==> src/rtl/vis_pkg.sv <==
// Shared types and constants for the multi-box video overlay.
package vis_pkg;

  localparam int COORD_W = 11;
  localparam int PIX_W   = 24;
  // Hit arithmetic runs one bit wider than coordinates so x+LINE_W cannot wrap.
  localparam int CMP_W   = COORD_W + 1;

  typedef enum logic {
    ST_IDLE   = 1'b0,
    ST_ACTIVE = 1'b1
  } state_t;

  // One video beat: sync/enable flags plus the {R,G,B} pixel.
  typedef struct packed {
    logic             de;
    logic             hsync;
    logic             vsync;
    logic [PIX_W-1:0] pix;
  } vid_t;

  localparam logic [PIX_W-1:0] RED   = 24'hFF0000;
  localparam logic [PIX_W-1:0] GREEN = 24'h00FF00;
  localparam logic [PIX_W-1:0] BLUE  = 24'h0000FF;
  localparam logic [PIX_W-1:0] WHITE = 24'hFFFFFF;
  localparam logic [PIX_W-1:0] BLACK = 24'h000000;

endpackage

==> src/rtl/vis_box_hit.sv <==
// Combinational hit test of one pixel position against one shadowed box.
module vis_box_hit
  import vis_pkg::*;
#(
  parameter int LINE_W = 2
) (
  input  logic [COORD_W-1:0] i_x,
  input  logic [COORD_W-1:0] i_y,
  input  logic [COORD_W-1:0] i_x0,
  input  logic [COORD_W-1:0] i_y0,
  input  logic [COORD_W-1:0] i_x1,
  input  logic [COORD_W-1:0] i_y1,
  input  logic               i_en,
  input  logic               i_fill,
  output logic               o_hit
);

  localparam logic [CMP_W-1:0] LW = CMP_W'(LINE_W);

  logic [CMP_W-1:0] w_x, w_y, w_x0, w_y0, w_x1, w_y1;
  logic             w_valid, w_inside, w_edge;

  assign w_x  = {1'b0, i_x};
  assign w_y  = {1'b0, i_y};
  assign w_x0 = {1'b0, i_x0};
  assign w_y0 = {1'b0, i_y0};
  assign w_x1 = {1'b0, i_x1};
  assign w_y1 = {1'b0, i_y1};

  // Degenerate (inverted) boxes never draw.
  assign w_valid  = (w_x0 <= w_x1) && (w_y0 <= w_y1);
  assign w_inside = (w_x0 <= w_x) && (w_x <= w_x1) && (w_y0 <= w_y) && (w_y <= w_y1);
  // Outline band lies inside the box; a box thinner than two bands is all band.
  assign w_edge   = (w_x < w_x0 + LW) || (w_x + LW > w_x1) ||
                    (w_y < w_y0 + LW) || (w_y + LW > w_y1);

  assign o_hit = i_en && w_valid && w_inside && (i_fill || w_edge);

endmodule

==> src/rtl/vis_multi_box_overlay.sv <==
// Multi-box overlay: frame-latched box shadows, position counters,
// per-box hit test (stage 1) and lowest-index priority select (stage 2).
// Stream handshake: there is no back-pressure; every clock carries one beat,
// de marks active pixels, and all outputs are the inputs delayed by 2 clocks.
module vis_multi_box_overlay
  import vis_pkg::*;
#(
  parameter int IMG_W     = 1280,
  parameter int IMG_H     = 720,
  parameter int NUM_BOXES = 4,
  parameter int LINE_W    = 2
) (
  input  logic                         clk,
  input  logic                         rst,
  input  logic                         de_in,
  input  logic                         hsync_in,
  input  logic                         vsync_in,
  input  logic [PIX_W-1:0]             pixel_in,
  input  logic [COORD_W*NUM_BOXES-1:0] box_x0,
  input  logic [COORD_W*NUM_BOXES-1:0] box_y0,
  input  logic [COORD_W*NUM_BOXES-1:0] box_x1,
  input  logic [COORD_W*NUM_BOXES-1:0] box_y1,
  input  logic [PIX_W*NUM_BOXES-1:0]   box_color,
  input  logic [NUM_BOXES-1:0]         box_en,
  input  logic [NUM_BOXES-1:0]         box_fill,
  output logic                         de_out,
  output logic                         hsync_out,
  output logic                         vsync_out,
  output logic [PIX_W-1:0]             pixel_out
);

  localparam logic [COORD_W-1:0] X_LAST = COORD_W'(IMG_W - 1);
  localparam logic [COORD_W-1:0] Y_LAST = COORD_W'(IMG_H - 1);

  state_t               r_state, w_state_next;
  logic                 r_vsync_q;
  logic                 w_vs_rise;
  logic [COORD_W-1:0]   r_x, r_y;

  logic [COORD_W-1:0]   r_sh_x0 [NUM_BOXES];
  logic [COORD_W-1:0]   r_sh_y0 [NUM_BOXES];
  logic [COORD_W-1:0]   r_sh_x1 [NUM_BOXES];
  logic [COORD_W-1:0]   r_sh_y1 [NUM_BOXES];
  logic [PIX_W-1:0]     r_sh_color [NUM_BOXES];
  logic [NUM_BOXES-1:0] r_sh_en, r_sh_fill;

  logic [NUM_BOXES-1:0] w_hit, r_hit;
  vid_t                 r_s1, r_s2;
  logic                 w_any_hit;
  logic [PIX_W-1:0]     w_sel_color;

  assign w_vs_rise = vsync_in & ~r_vsync_q;

  // FSM state register.
  always_ff @(posedge clk) begin
    if (rst) r_state <= ST_IDLE;
    else     r_state <= w_state_next;
  end

  // FSM next state: overlay becomes active on the first frame start, then stays.
  always_comb begin
    w_state_next = r_state;
    if (r_state == ST_IDLE && w_vs_rise) w_state_next = ST_ACTIVE;
  end

  // Position counters: cleared during vsync, advance on each active pixel.
  always_ff @(posedge clk) begin
    if (rst) begin
      r_vsync_q <= 1'b0;
      r_x       <= '0;
      r_y       <= '0;
    end else begin
      r_vsync_q <= vsync_in;
      if (vsync_in) begin
        r_x <= '0;
        r_y <= '0;
      end else if (de_in) begin
        if (r_x == X_LAST) begin
          r_x <= '0;
          r_y <= (r_y == Y_LAST) ? '0 : r_y + 1'b1;
        end else begin
          r_x <= r_x + 1'b1;
        end
      end
    end
  end

  // Shadow box set, captured only at frame start so host writes never tear.
  always_ff @(posedge clk) begin
    if (rst) begin
      for (int k = 0; k < NUM_BOXES; k++) begin
        r_sh_x0[k]    <= '0;
        r_sh_y0[k]    <= '0;
        r_sh_x1[k]    <= '0;
        r_sh_y1[k]    <= '0;
        r_sh_color[k] <= '0;
      end
      r_sh_en   <= '0;
      r_sh_fill <= '0;
    end else if (w_vs_rise) begin
      for (int k = 0; k < NUM_BOXES; k++) begin
        r_sh_x0[k]    <= box_x0[COORD_W*k +: COORD_W];
        r_sh_y0[k]    <= box_y0[COORD_W*k +: COORD_W];
        r_sh_x1[k]    <= box_x1[COORD_W*k +: COORD_W];
        r_sh_y1[k]    <= box_y1[COORD_W*k +: COORD_W];
        r_sh_color[k] <= box_color[PIX_W*k +: PIX_W];
      end
      r_sh_en   <= box_en;
      r_sh_fill <= box_fill;
    end
  end

  for (genvar k = 0; k < NUM_BOXES; k++) begin : g_hit
    vis_box_hit #(.LINE_W(LINE_W)) u_hit (
      .i_x    (r_x),
      .i_y    (r_y),
      .i_x0   (r_sh_x0[k]),
      .i_y0   (r_sh_y0[k]),
      .i_x1   (r_sh_x1[k]),
      .i_y1   (r_sh_y1[k]),
      .i_en   (r_sh_en[k]),
      .i_fill (r_sh_fill[k]),
      .o_hit  (w_hit[k])
    );
  end

  // Stage 1: register hit vector alongside the delayed video beat.
  always_ff @(posedge clk) begin
    if (rst) begin
      r_s1  <= '0;
      r_hit <= '0;
    end else begin
      r_s1  <= {de_in, hsync_in, vsync_in, pixel_in};
      r_hit <= w_hit;
    end
  end

  // Priority select: scanning downward leaves the lowest-index hit in place.
  always_comb begin
    w_any_hit   = 1'b0;
    w_sel_color = r_s1.pix;
    for (int k = NUM_BOXES - 1; k >= 0; k--) begin
      if (r_hit[k]) begin
        w_any_hit   = 1'b1;
        w_sel_color = r_sh_color[k];
      end
    end
  end

  // Stage 2: overlay colour only on active pixels once the overlay is live.
  always_ff @(posedge clk) begin
    if (rst) begin
      r_s2 <= '0;
    end else begin
      r_s2 <= r_s1;
      if (r_s1.de && r_state == ST_ACTIVE && w_any_hit) r_s2.pix <= w_sel_color;
    end
  end

  assign de_out    = r_s2.de;
  assign hsync_out = r_s2.hsync;
  assign vsync_out = r_s2.vsync;
  assign pixel_out = r_s2.pix;

endmodule

==> config.mk <==
export PLATFORM = sky130hd
export DESIGN_NAME = vis_multi_box_overlay
export DESIGN_NICKNAME = d
export VERILOG_FILES = /design/src/rtl/vis_pkg.sv /design/src/rtl/vis_box_hit.sv /design/src/rtl/vis_multi_box_overlay.sv
export SDC_FILE = /design/constraint.sdc
export NUM_CORES = 1
export LEC_CHECK = 0
export ABC_CLOCK_PERIOD_IN_PS = 24500
export CAP_MARGIN = 15
export CORE_MARGIN = 4
export CORE_UTILIZATION = 56
export DETAILED_ROUTE_END_ITERATION = 8
export PLACE_DENSITY = 0.81
export SYNTH_ARGS = -nofsm -noshare
export SYNTH_HDL_FRONTEND = slang
export SYNTH_SLANG_ARGS = --single-unit
==> constraint.sdc <==
create_clock -name clk -period 24.5 [get_ports clk]
set_input_delay 3.675 -clock clk [delete_from_list [all_inputs] [get_ports clk]]
set_output_delay 3.675 -clock clk [all_outputs]
set_load 0.005 [all_outputs]
After elaboration in Yosys (flattened, before gate mapping)
Memory sizes are Yosys's and may differ from the RTL's.
Index checks and enable logic that the tools add are counted.
- bits in registers: 89
- bits in writable memories: 272
- output and inout bits: 27
- logic and storage cells: 181
- memories kept: 5
- memories (name ; words ; bits a word ; rd ports ; clocked after Yosys merged registers in ; wr ports ; RTL line ; text):
    r_sh_color ; 4 ; 24 ; 4 ; 0 ; 4 ; vis_multi_box_overlay.sv:44 ; logic [PIX_W-1:0] r_sh_color [NUM_BOXES];
    r_sh_x0 ; 4 ; 11 ; 4 ; 0 ; 4 ; vis_multi_box_overlay.sv:40 ; logic [COORD_W-1:0] r_sh_x0 [NUM_BOXES];
    r_sh_x1 ; 4 ; 11 ; 4 ; 0 ; 4 ; vis_multi_box_overlay.sv:42 ; logic [COORD_W-1:0] r_sh_x1 [NUM_BOXES];
    r_sh_y0 ; 4 ; 11 ; 4 ; 0 ; 4 ; vis_multi_box_overlay.sv:41 ; logic [COORD_W-1:0] r_sh_y0 [NUM_BOXES];
    r_sh_y1 ; 4 ; 11 ; 4 ; 0 ; 4 ; vis_multi_box_overlay.sv:43 ; logic [COORD_W-1:0] r_sh_y1 [NUM_BOXES];
- $add $sub $neg: 12
- $lt $le $gt $ge: 40
- eq/ne operators: 2
- multiplexer cells: 36
- bitwise gates (word level): 23
- reductions and logical operators: 49
- operator list (operator ; count):
    less-or-equal comparator 11 bit ; 24
    2-to-1 mux 24 bit ; 9
    2-to-1 mux 11 bit ; 18
    adder 11 x 2 -> 12 bit (second input constant) ; 10
    greater-than comparator 12 x 11 -> 1 bit ; 8
    less-than comparator 11 x 12 -> 1 bit ; 8
    logical AND 1 bit ; 31
    adder 11 x 1 -> 11 bit (second input constant) ; 2
    bitwise OR 1 bit ; 20
    logical OR 1 bit ; 16
    equality test 11 x 10 -> 1 bit (second input constant) ; 1
    equality test 11 bit (second input constant) ; 1
    2-to-1 mux 1 bit ; 9
    NOT 1 bit ; 2
    AND reduction 2 bit ; 1
    OR reduction 2 bit ; 1
    bitwise AND 1 bit ; 1

Logic depth before layout (Yosys ltp)
Gate-level depths: netlist of run 1.
An unclocked memory read counts as a cell.
- depth after elaboration: 8
- gate-level depth with buffers: 13

Hierarchy
From an unflattened synthesis of run 1, not the netlist that was laid out.
- cells, all modules: 2622
- area total of the unflattened synthesis: 26125.1 um^2
- by module, submodules not included (module ; instances ; cells an instance ; area each (um^2) ; sequential area each (um^2)):
    vis_multi_box_overlay ; 1 ; 1023 ; 13933.4 ; 9949.5
    vis_box_hit (g_hit[1].u_hit ...) ; 2 ; 402 ; 3051.7 ; 0.0
    vis_box_hit (g_hit[0].u_hit) ; 1 ; 401 ; 3055.4 ; 0.0
    vis_box_hit (g_hit[2].u_hit) ; 1 ; 394 ; 3032.9 ; 0.0

Least setup slack after synthesis of run 1
OpenSTA, ideal clock, no wires.
- path kind: input -> register
- start point: input rst
- end point: memory r_sh_color[0][0] (enable)
- setup time: 2.063 ns
- arrival time: 8.422 ns
- path slack: 14.015 ns
- stages on the path: 3
- buffers on the path: 1
- cells stage by stage: inv_1 clkbuf_1 nand2_1
- RTL lines (element ; RTL line ; text):
    from (decl) ; vis_multi_box_overlay.sv:14 ; input logic rst,
    to (decl) ; vis_multi_box_overlay.sv:44 ;

==> metrics list, run 1 <==
- The flow ran to the end, and the final reports show no timing, DRC or antenna violations.
- The final layout contains 3556 nets.
- Number of maximum-capacitance constraint violations: 0
- Of the total synthesized cell area, the portion taken by XOR and XNOR cells is 3.18%.
* Synthesized-area fraction occupied by adder cells: 22.2%
* Post-Layout Cell Count: 3427
- Vias/cell: 6.30
- Max Fclk: 141 MHz
- Actual transition at the worst max-transition pin: 0.988 ns
- Final hold viol count: 0
- In this run the critical register-to-register path is launched from r_y[2].
* Post-layout util: 68.5%
* Power density over cell area: 52.4 nW/um^2
- Number of distinct library cells after synthesis: 65
- Number of sinks handled by clock tree synthesis: 361
- Clock tree synthesis inserted a total of 40 buffers.
- Along the worst hold path, the cell count comes to 2.
- Overall die height: 219 um
* Worst Path Arrival: 7.29 ns
* Cell type with the highest aggregate area in the netlist: sky130_fd_sc_hd__edfxtp_1
- The H-tree generated during clock tree synthesis spans 2 levels.
- Along the worst path, the maximum fanout reaches 145.
- In this run the deepest clock path goes through 3 buffers.
- Pin count of the biggest net entering global routing: 169
- Number of warning messages in the yosys log: 0
- Measured against the total synthesized area, the mux share comes to 1.76%.
* Worst setup slack for register-to-register paths: 20.04 ns
- For the final database, setup skew stands at 0.0121 ns.
- Setup repair after global routing left no endpoint under its margin.
- Post-synthesis share of cell area spent on and, or, nand and nor gates: 18.5%
* Wire length of the first global-routing pass: 119 mm
- The final critical path takes up 29.0% of the cycle.
- Averaged over all synthesized cells, the footprint is 10.0 um^2.
* Library cell used as clock root buffer: sky130_fd_sc_hd__clkbuf_16
* Post-Syn Instances: 2496
* Count of input and output buffers: 335
* CP required: 24.69 ns
- Main combinational cell family by area after synthesis: adder cells
* Hold Path Class: flop to flop
* FFs w/ async S/R, synth: 0%
- Sorting the synthesized cells by area gives the leading types as sky130_fd_sc_hd__edfxtp_1 (33%), sky130_fd_sc_hd__ha_1 (22%), sky130_fd_sc_hd__and3_1 (7.1%).
* Synth Area in Compound Gates: 11.2%
- Avg WL per Cell: 22.8 um
- In this run the cell area of the synthesized design comes to 25000 um^2.
- Synthesis-to-layout area growth: 20.9%
* Number of buffers inserted by hold repair at cts: 0
- At the end of routability-driven placement, the weighted congestion stood at 0.947.
* Gr usage total: 31.8%
* Number of enable flip-flop cells after synthesis: 272
- Detailed-route wire length: 78.3 mm
- Capturing point of the worst reg2reg path: r_hit[0]
* Shortest clock period the worst path allows after layout: 7.10 ns
- The pre-antenna-repair detailed-routing pass consisted of 5 iterations.
* Number of max-slew violations in the final report: 0
- Once the floorplan was initialized, standard cells occupied 56.6% of the core.
* Number of primary I/O pins: 336
- Total nets after synthesis: 3249
- Among all flip-flop cells after synthesis, the most frequent one is sky130_fd_sc_hd__edfxtp_1.
* Reg clk slew, reported paths: 0.06 ns
- The detailed router placed 21600 vias in this run.
- First-iteration detailed-routing DRC count: 1863
* Leakage component of the power: 13.1 nW
* Setup fix buffers added after clock tree synthesis: 0
- The number of gates resized after CTS was 0.
- For hold timing, the worst endpoint is pixel_out[10].
- Startpoint of the tightest hold check path: r_s1[10]
* Relative slew slack: 34.1%
- The floorplan has 77 rows.
* Area of the die: 48200 um^2
- The worst setup path is of the input pin to flop kind.
- Global routing finished with a remaining overflow of 0.
- In the final layout, the share of cells above drive strength 1 is 3.53%.
* Number of cells after detailed placement: 3352
* Share of synthesized area occupied by flip-flops and latches: 39.7%
- The via count of the first global-routing pass was 21400.
- Die span in x: 219 um
* Sum of net half-perimeters after detailed placement: 57.4 mm
- The worst setup path is captured at a flop.
- Initial antenna violation count: 10
- The worst register-to-register path has a depth of 12.
- Final TNS setup: 0 ns
* Clock latency reported for the late side of the worst-skew pair: 0.57 ns
- For this run, design rule violations remaining after detail routing come to 0.
- Of the post-synthesis cell area, the dominant cell type holds 32.6%.
* Kind of launch point of the worst setup path: input pin
- TritonCTS built the clock tree.
* Number of setup violations in the final report: 0
- Remaining antenna violation count: 0
- Placeable core region: 44200 um^2
* Register bit count reported by yosys: 361
* Peak ir drop on the vdd network: 0.0000534 V
## power by group
group,internal (W),leakage [nW],switching (W)
Sequential,0.000700,3.69,0.0000328
Clock,0.000329,0.588,0.000256
Combinational,0.000129,8.86,0.000140
## synth_stat cells (4+ instances only)
| master | count |
|---|---|
| sky130_fd_sc_hd__a2111oi_0 | 13 |
| sky130_fd_sc_hd__a211oi_1 | 37 |
| sky130_fd_sc_hd__a21o_1 | 24 |
| sky130_fd_sc_hd__a21oi_1 | 167 |
| sky130_fd_sc_hd__a311oi_1 | 4 |
| sky130_fd_sc_hd__a31oi_1 | 4 |
| sky130_fd_sc_hd__and3_1 | 286 |
| sky130_fd_sc_hd__buf_2 | 6 |
| sky130_fd_sc_hd__clkbuf_1 | 86 |
| sky130_fd_sc_hd__dfxtp_1 | 89 |
| sky130_fd_sc_hd__edfxtp_1 | 272 |
| sky130_fd_sc_hd__ha_1 | 444 |
| sky130_fd_sc_hd__inv_1 | 130 |
| sky130_fd_sc_hd__mux2i_1 | 43 |
| sky130_fd_sc_hd__nand2_1 | 197 |
| sky130_fd_sc_hd__nand2b_1 | 12 |
| sky130_fd_sc_hd__nand3_1 | 96 |
| sky130_fd_sc_hd__nand3b_1 | 7 |
| sky130_fd_sc_hd__nand4_1 | 69 |
| sky130_fd_sc_hd__nor2_1 | 97 |
| sky130_fd_sc_hd__nor2b_1 | 43 |
| sky130_fd_sc_hd__nor3_1 | 22 |
| sky130_fd_sc_hd__nor4_1 | 19 |
| sky130_fd_sc_hd__o2111ai_1 | 7 |
| sky130_fd_sc_hd__o211ai_1 | 17 |
| sky130_fd_sc_hd__o21a_1 | 10 |
| sky130_fd_sc_hd__o21ai_0 | 87 |
| sky130_fd_sc_hd__o21ai_1 | 28 |
| sky130_fd_sc_hd__o21bai_1 | 13 |
| sky130_fd_sc_hd__o22ai_1 | 16 |
| sky130_fd_sc_hd__o31ai_1 | 8 |
| sky130_fd_sc_hd__or3_1 | 10 |
| sky130_fd_sc_hd__xnor2_1 | 45 |
| sky130_fd_sc_hd__xor2_1 | 46 |
## cell usage in the layout (no fill, tap or decap), types with 8 or more instances in the layout
| cell | count |
|---|---|
| sky130_fd_sc_hd__and3_1 | 286 |
| sky130_fd_sc_hd__o211ai_1 | 17 |
| sky130_fd_sc_hd__a21oi_1 | 167 |
| sky130_fd_sc_hd__xnor2_1 | 45 |
| sky130_fd_sc_hd__buf_4 | 21 |
| sky130_fd_sc_hd__a2111oi_0 | 13 |
| sky130_fd_sc_hd__inv_1 | 129 |
| sky130_fd_sc_hd__nand2b_1 | 12 |
| sky130_fd_sc_hd__dfxtp_1 | 89 |
| sky130_fd_sc_hd__clkbuf_1 | 13 |
| sky130_fd_sc_hd__nor4_1 | 19 |
| sky130_fd_sc_hd__clkbuf_16 | 41 |
| sky130_fd_sc_hd__xor2_1 | 46 |
| sky130_fd_sc_hd__nor2b_1 | 42 |
| sky130_fd_sc_hd__o22ai_1 | 16 |
| sky130_fd_sc_hd__mux2i_1 | 43 |
| sky130_fd_sc_hd__clkdlybuf4s50_1 | 334 |
| sky130_fd_sc_hd__nor2_1 | 97 |
| sky130_fd_sc_hd__ha_1 | 444 |
| sky130_fd_sc_hd__nor3_1 | 22 |
| sky130_fd_sc_hd__a211oi_1 | 37 |
| sky130_fd_sc_hd__nand4_1 | 69 |
| sky130_fd_sc_hd__nand2_1 | 196 |
| sky130_fd_sc_hd__nand3_1 | 96 |
| sky130_fd_sc_hd__a21o_1 | 24 |
| sky130_fd_sc_hd__o21ai_1 | 28 |
| sky130_fd_sc_hd__o21a_1 | 10 |
| sky130_fd_sc_hd__clkinvlp_4 | 8 |
| sky130_fd_sc_hd__or3_1 | 10 |
| sky130_fd_sc_hd__o21bai_1 | 13 |
| sky130_fd_sc_hd__edfxtp_1 | 272 |
| sky130_fd_sc_hd__o31ai_1 | 8 |
| sky130_fd_sc_hd__o21ai_0 | 87 |
## metrics by stage
step	cell area [um^2]	hold WS (ns)	total power, W	setup WS (ns)
after global placement	29000	0.443	0.000995	17.08
after global routing	30300	0.480	0.00165	17.17
after detailed placement	29000	0.450	0.00101	16.93
after CTS	30200	0.463	0.00159	17.56
final	30300	0.457	0.00159	17.40
after floorplan	25000	0.414	0.000894	14.01
## sequential cells by signal (all words and copies together), names as in the netlist
register	flops
r_sh_en	4
r_sh_fill	4
r_sh_color	96
r_state	1
r_sh_x0	44
r_s1	27
r_sh_y0	44
de_out	1
r_x	11
r_y	11
hsync_out	1
r_sh_x1	44
vsync_out	1
r_hit	4
pixel_out	24
r_sh_y1	44
## critical path, cell delays in order
cell                      delay [ns]
sky130_fd_sc_hd__buf_2          0.08
sky130_fd_sc_hd__buf_4          0.59
sky130_fd_sc_hd__inv_6          0.41
sky130_fd_sc_hd__nand2_4        0.66
sky130_fd_sc_hd__buf_12         0.49
sky130_fd_sc_hd__buf_4          0.90
## how the worst max path moves through the flow
| stage | from | to | slack, ns | depth (start not counted) |
|---|---|---|---|---|
| 2_1_floorplan | rst | r_sh_color[0][0] | 14.01 | 3 |
| 5_1_grt | rst | r_sh_y1[0][5] | 17.17 | 6 |
| 6_report | rst | r_sh_y1[1][5] | 17.40 | 6 |
| 4_1_cts | rst | r_sh_y1[1][1] | 17.56 | 6 |
| 3_3_place_gp | rst | r_sh_y1[1][1] | 17.08 | 6 |
| 3_5_place_dp | rst | r_sh_y1[1][3] | 16.93 | 6 |
## cell type report
cell class	instances	area (um^2)
multi-input combinational	1911	14300
fill	3279	13900
sequential	361	9950
timing repair buffer	358	3550
clock buffer	56	1100
tap	592	741
inverter	131	497
clock inverter	17	168
antenna	1	2.50
## routing by layer
layer  wire length [um]  up-vias  track usage [%]
met5                 71        -                0
met4               3540       12             13.6
met3               7490      232             6.56
met2              35900     1106             51.6
met1              31300    10300             41.3
li1                   -     9967                -
## cell families after synthesis
logic type,count (synthesis)
fa+ha+maj,444
flops,361
compound gates,458
xor+xnor,91
buf+inv,224
mux,44
simple gates,874
Note: power is estimated with default switching activity, not from simulation.
==> run 2: changes to the inputs <==
- ABC_CLOCK_PERIOD_IN_PS: 24500 -> 6800
- clock period: 24.5 -> 6.8 ns (I/O delays scaled with it)
==> metrics list, run 2 (synthesis results as in run 1) <==
- Status: completed
- Critical path buffer and inverter count: 0 (-5)
* Capturing point of the worst reg2reg path: r_hit[1]
* CP required: 7.26 ns (-17.43 ns)
* Register-to-Register Path Depth: 11 (-1)
- Buffer levels on the longest clock path: 3 (unchanged)
* Clock latency reported for the late side of the worst-skew pair: 0.58 ns (about the same)
- The cell sitting at the root of the clock tree is a sky130_fd_sc_hd__clkbuf_16.
- The global-route wire length before repair came to 119 mm (+0.55%).
- The leakage power of the design is 13.2 nW (+0.33%).
* Number of optimization iterations in the first detailed-route pass: 6 (+1)
* Peak ir drop on the vdd network: 0.000183 V (+240%)
- The worst register-to-register path begins at r_y[2].
* Startpoint of the tightest hold check path: r_s1[10]
* CTS tree: done
* Remaining antenna violation count: 0 (unchanged)
- H-tree levels: 2 (unchanged)
* RD Place Congestion: 1.02 (+8.1%)
* Final hold viol count: 0 (unchanged)
* Final layout net count: 3552 (-0.11%)
- Count of input and output buffers: 335 (unchanged)
- The number of top-level pins is 336 (unchanged).
- STA classifies the critical path endpoint as a flop.
- Avg WL per Cell: 23.1 um (+1.1%)
- First-iteration detailed-routing DRC count: 1995 (+7.1%)
- The max-slew violation count was 0 (unchanged).
- The internal reg-to-reg setup slack was 2.60 ns (-17.44 ns).
- Worst-case hold path end point: pixel_out[10]
- The largest individual stage delay along the critical path comes from the cell sky130_fd_sc_hd__dfxtp_1.
- The peak fanout along the critical path was 13 (-91%).
- The starting density of the core is 56.6% (unchanged).
- Gr usage total: 32.1% (+0.31 points)
* Max Fclk: 238 MHz
* Sum of net half-perimeters after detailed placement: 58.2 mm (+1.4%)
- The number of buffers inserted by post-CTS setup repair is 0 (unchanged).
- Most common cell after layout, fill and taps aside: sky130_fd_sc_hd__ha_1
* Setup repair after global routing missed its margin: no
- Num CTS Buffers: 40 (unchanged)
- Die span in x: 219 um (unchanged)
- For the finished layout, the period the worst path requires is 4.20 ns.
- Detailed-route wire length: 79.1 mm (+1.1%)
* Placeable core region: 44200 um^2 (unchanged)
- The area of the die came to 48200 um^2 (unchanged).
- Top cell by count, worst path: sky130_fd_sc_hd__ha_1
- The minimum setup slack in the final design came to 2.60 ns (-14.80 ns).
- The clock-pin slew on the worst setup and hold paths was 0.06 ns (about the same).
* Overall die height: 219 um (unchanged)
* Synthesis-to-layout area growth: 21.1%
- Relative slew slack: 22.4% (-12 points)
- Overall overflow remaining after global route: 0 (unchanged)
- Number of buffers inserted by hold repair at cts: 0 (unchanged)
- The final-report setup violation count was 0 (unchanged).
* Flip-flop count of the largest register, all copies and words added: 96 (unchanged)
- The number of remaining DRC errors is 0 (unchanged).
- Setup slack after placement: 2.75 ns (-14.18 ns)
- Pin count of the biggest net entering global routing: 282 (+67%)
- The number of inserted filler cells in the final layout is 3317 (+1.2%).
- Top library cells by usage in the layout, fill and taps aside: sky130_fd_sc_hd__ha_1 (444), sky130_fd_sc_hd__clkdlybuf4s50_1 (334), sky130_fd_sc_hd__and3_1 (286), sky130_fd_sc_hd__edfxtp_1 (272), sky130_fd_sc_hd__nand2_1 (196)
* Final TNS setup: 0 ns (unchanged)
* Number of maximum-capacitance constraint violations: 0 (unchanged)
* Number of sinks handled by clock tree synthesis: 361 (unchanged)
- The worst setup path is launched from a flop.
* Worst Path Arrival: 4.66 ns (-2.63 ns)
- Number of global-route vias before repair: 21100 (-1.4%)
- The signal on the critical path passes through ha_1 -> and3_1 -> nand3_1 -> or3_1 -> xnor2_1 -> ha_1 -> nand4_1 -> nor2_1 -> a2111oi_0 -> o21bai_1 -> o311a_1.
- Via count: 21400 (-1.1%)
* Hold Path Class: flop to flop
- Largest Register: r_sh_color
- The power density relative to cell area is 193 nW/um^2 (+270%).
- Fraction of final layout cells sized beyond drive strength 1: 3.50% (-0.032 points)
* Vias/cell: 6.23 (-1.2%)
- The largest stage delay on the critical path is 0.79 ns (-0.11 ns).
- The final critical path takes up 61.7% of the cycle.
- Initial antenna violation count: 7 (-3)
* Resize count post-CTS: 0 (unchanged)
- The actual slew at the worst max-slew pin is 1.16 ns (+0.175 ns).
- Start-to-end type of the worst setup path: flop to flop
- The post-route clock skew is 0.0167 ns (+0.00462 ns).
- The worst hold path cell count was 2 (unchanged).
- The number of standard-cell rows in the floorplan was 77 (unchanged).
* Cell type group with the largest total delay on the critical path: simple AND/OR/NAND/NOR gates
-- run 2: worst max path at each step --
| stage | slack (ns) | start | depth (start not counted) | endpoint |
|---|---|---|---|---|
| after floorplan | 1.71 | rst | 3 | r_sh_color[0][0] |
| after CTS | 2.72 | r_y[2] | 11 | r_hit[1] |
| after detailed placement | 2.75 | r_y[2] | 11 | r_hit[1] |
| final | 2.60 | r_y[2] | 11 | r_hit[1] |
| after global routing | 2.40 | r_y[2] | 11 | r_hit[1] |
| after global placement | 2.85 | rst | 5 | r_sh_y0[3][3] |
-- run 2: layout make-up --
| cell class | count | area [um^2] | area share, % |
|---|---|---|---|
| repair buffers | 354 | 3530 | 11.6 |
| flip-flops and latches | 361 | 9950 | 32.8 |
| clock buffers | 55 | 1110 | 3.65 |
| diodes | 5 | 12.5 | 0.0413 |
| inverters | 131 | 497 | 1.64 |
| clock inverters | 19 | 219 | 0.722 |
| well taps | 592 | 741 | 2.44 |
| multi-input cells | 1911 | 14300 | 47.1 |
-- run 2: routing by layer --
layer	wire, um	vias to the layer above	GRT usage, %
met5	60	-	0
met3	7620	226	7.27
met2	35500	1064	51.4
li1	-	9975	-
met1	32300	10100	42.1
met4	3620	8	13.7
-- run 2: report_power, final --
group          switching (W)  internal [W]  total (W)
clock               0.000951       0.00128    0.00223
combinational       0.000514      0.000464   0.000978
sequential          0.000120       0.00252    0.00264
total                0.00158       0.00426    0.00585
-- run 2: worst min-delay path, cell delays in order, from the launching register on --
cell	delay [ns]
sky130_fd_sc_hd__dfxtp_1	0.30
sky130_fd_sc_hd__nand2_1	0.05
sky130_fd_sc_hd__a21oi_1	0.06
-- run 2: through the flow --
| stage | hold slack [ns] | instance area [um^2] | total power (W) | std cells | utilization, % |
|---|---|---|---|---|---|
| floorplan | 0.414 | 25000 | 0.00321 | 2496 | - |
| global placement | 0.437 | 29000 | 0.00360 | 3347 | 65.5 |
| detailed placement | 0.444 | 29000 | 0.00364 | 3348 | 65.5 |
| CTS | 0.453 | 30300 | 0.00585 | 3422 | 68.5 |
| global route | 0.465 | 30300 | 0.00607 | 3424 | 68.6 |
| finish | 0.452 | 30300 | 0.00585 | 3428 | 68.6 |
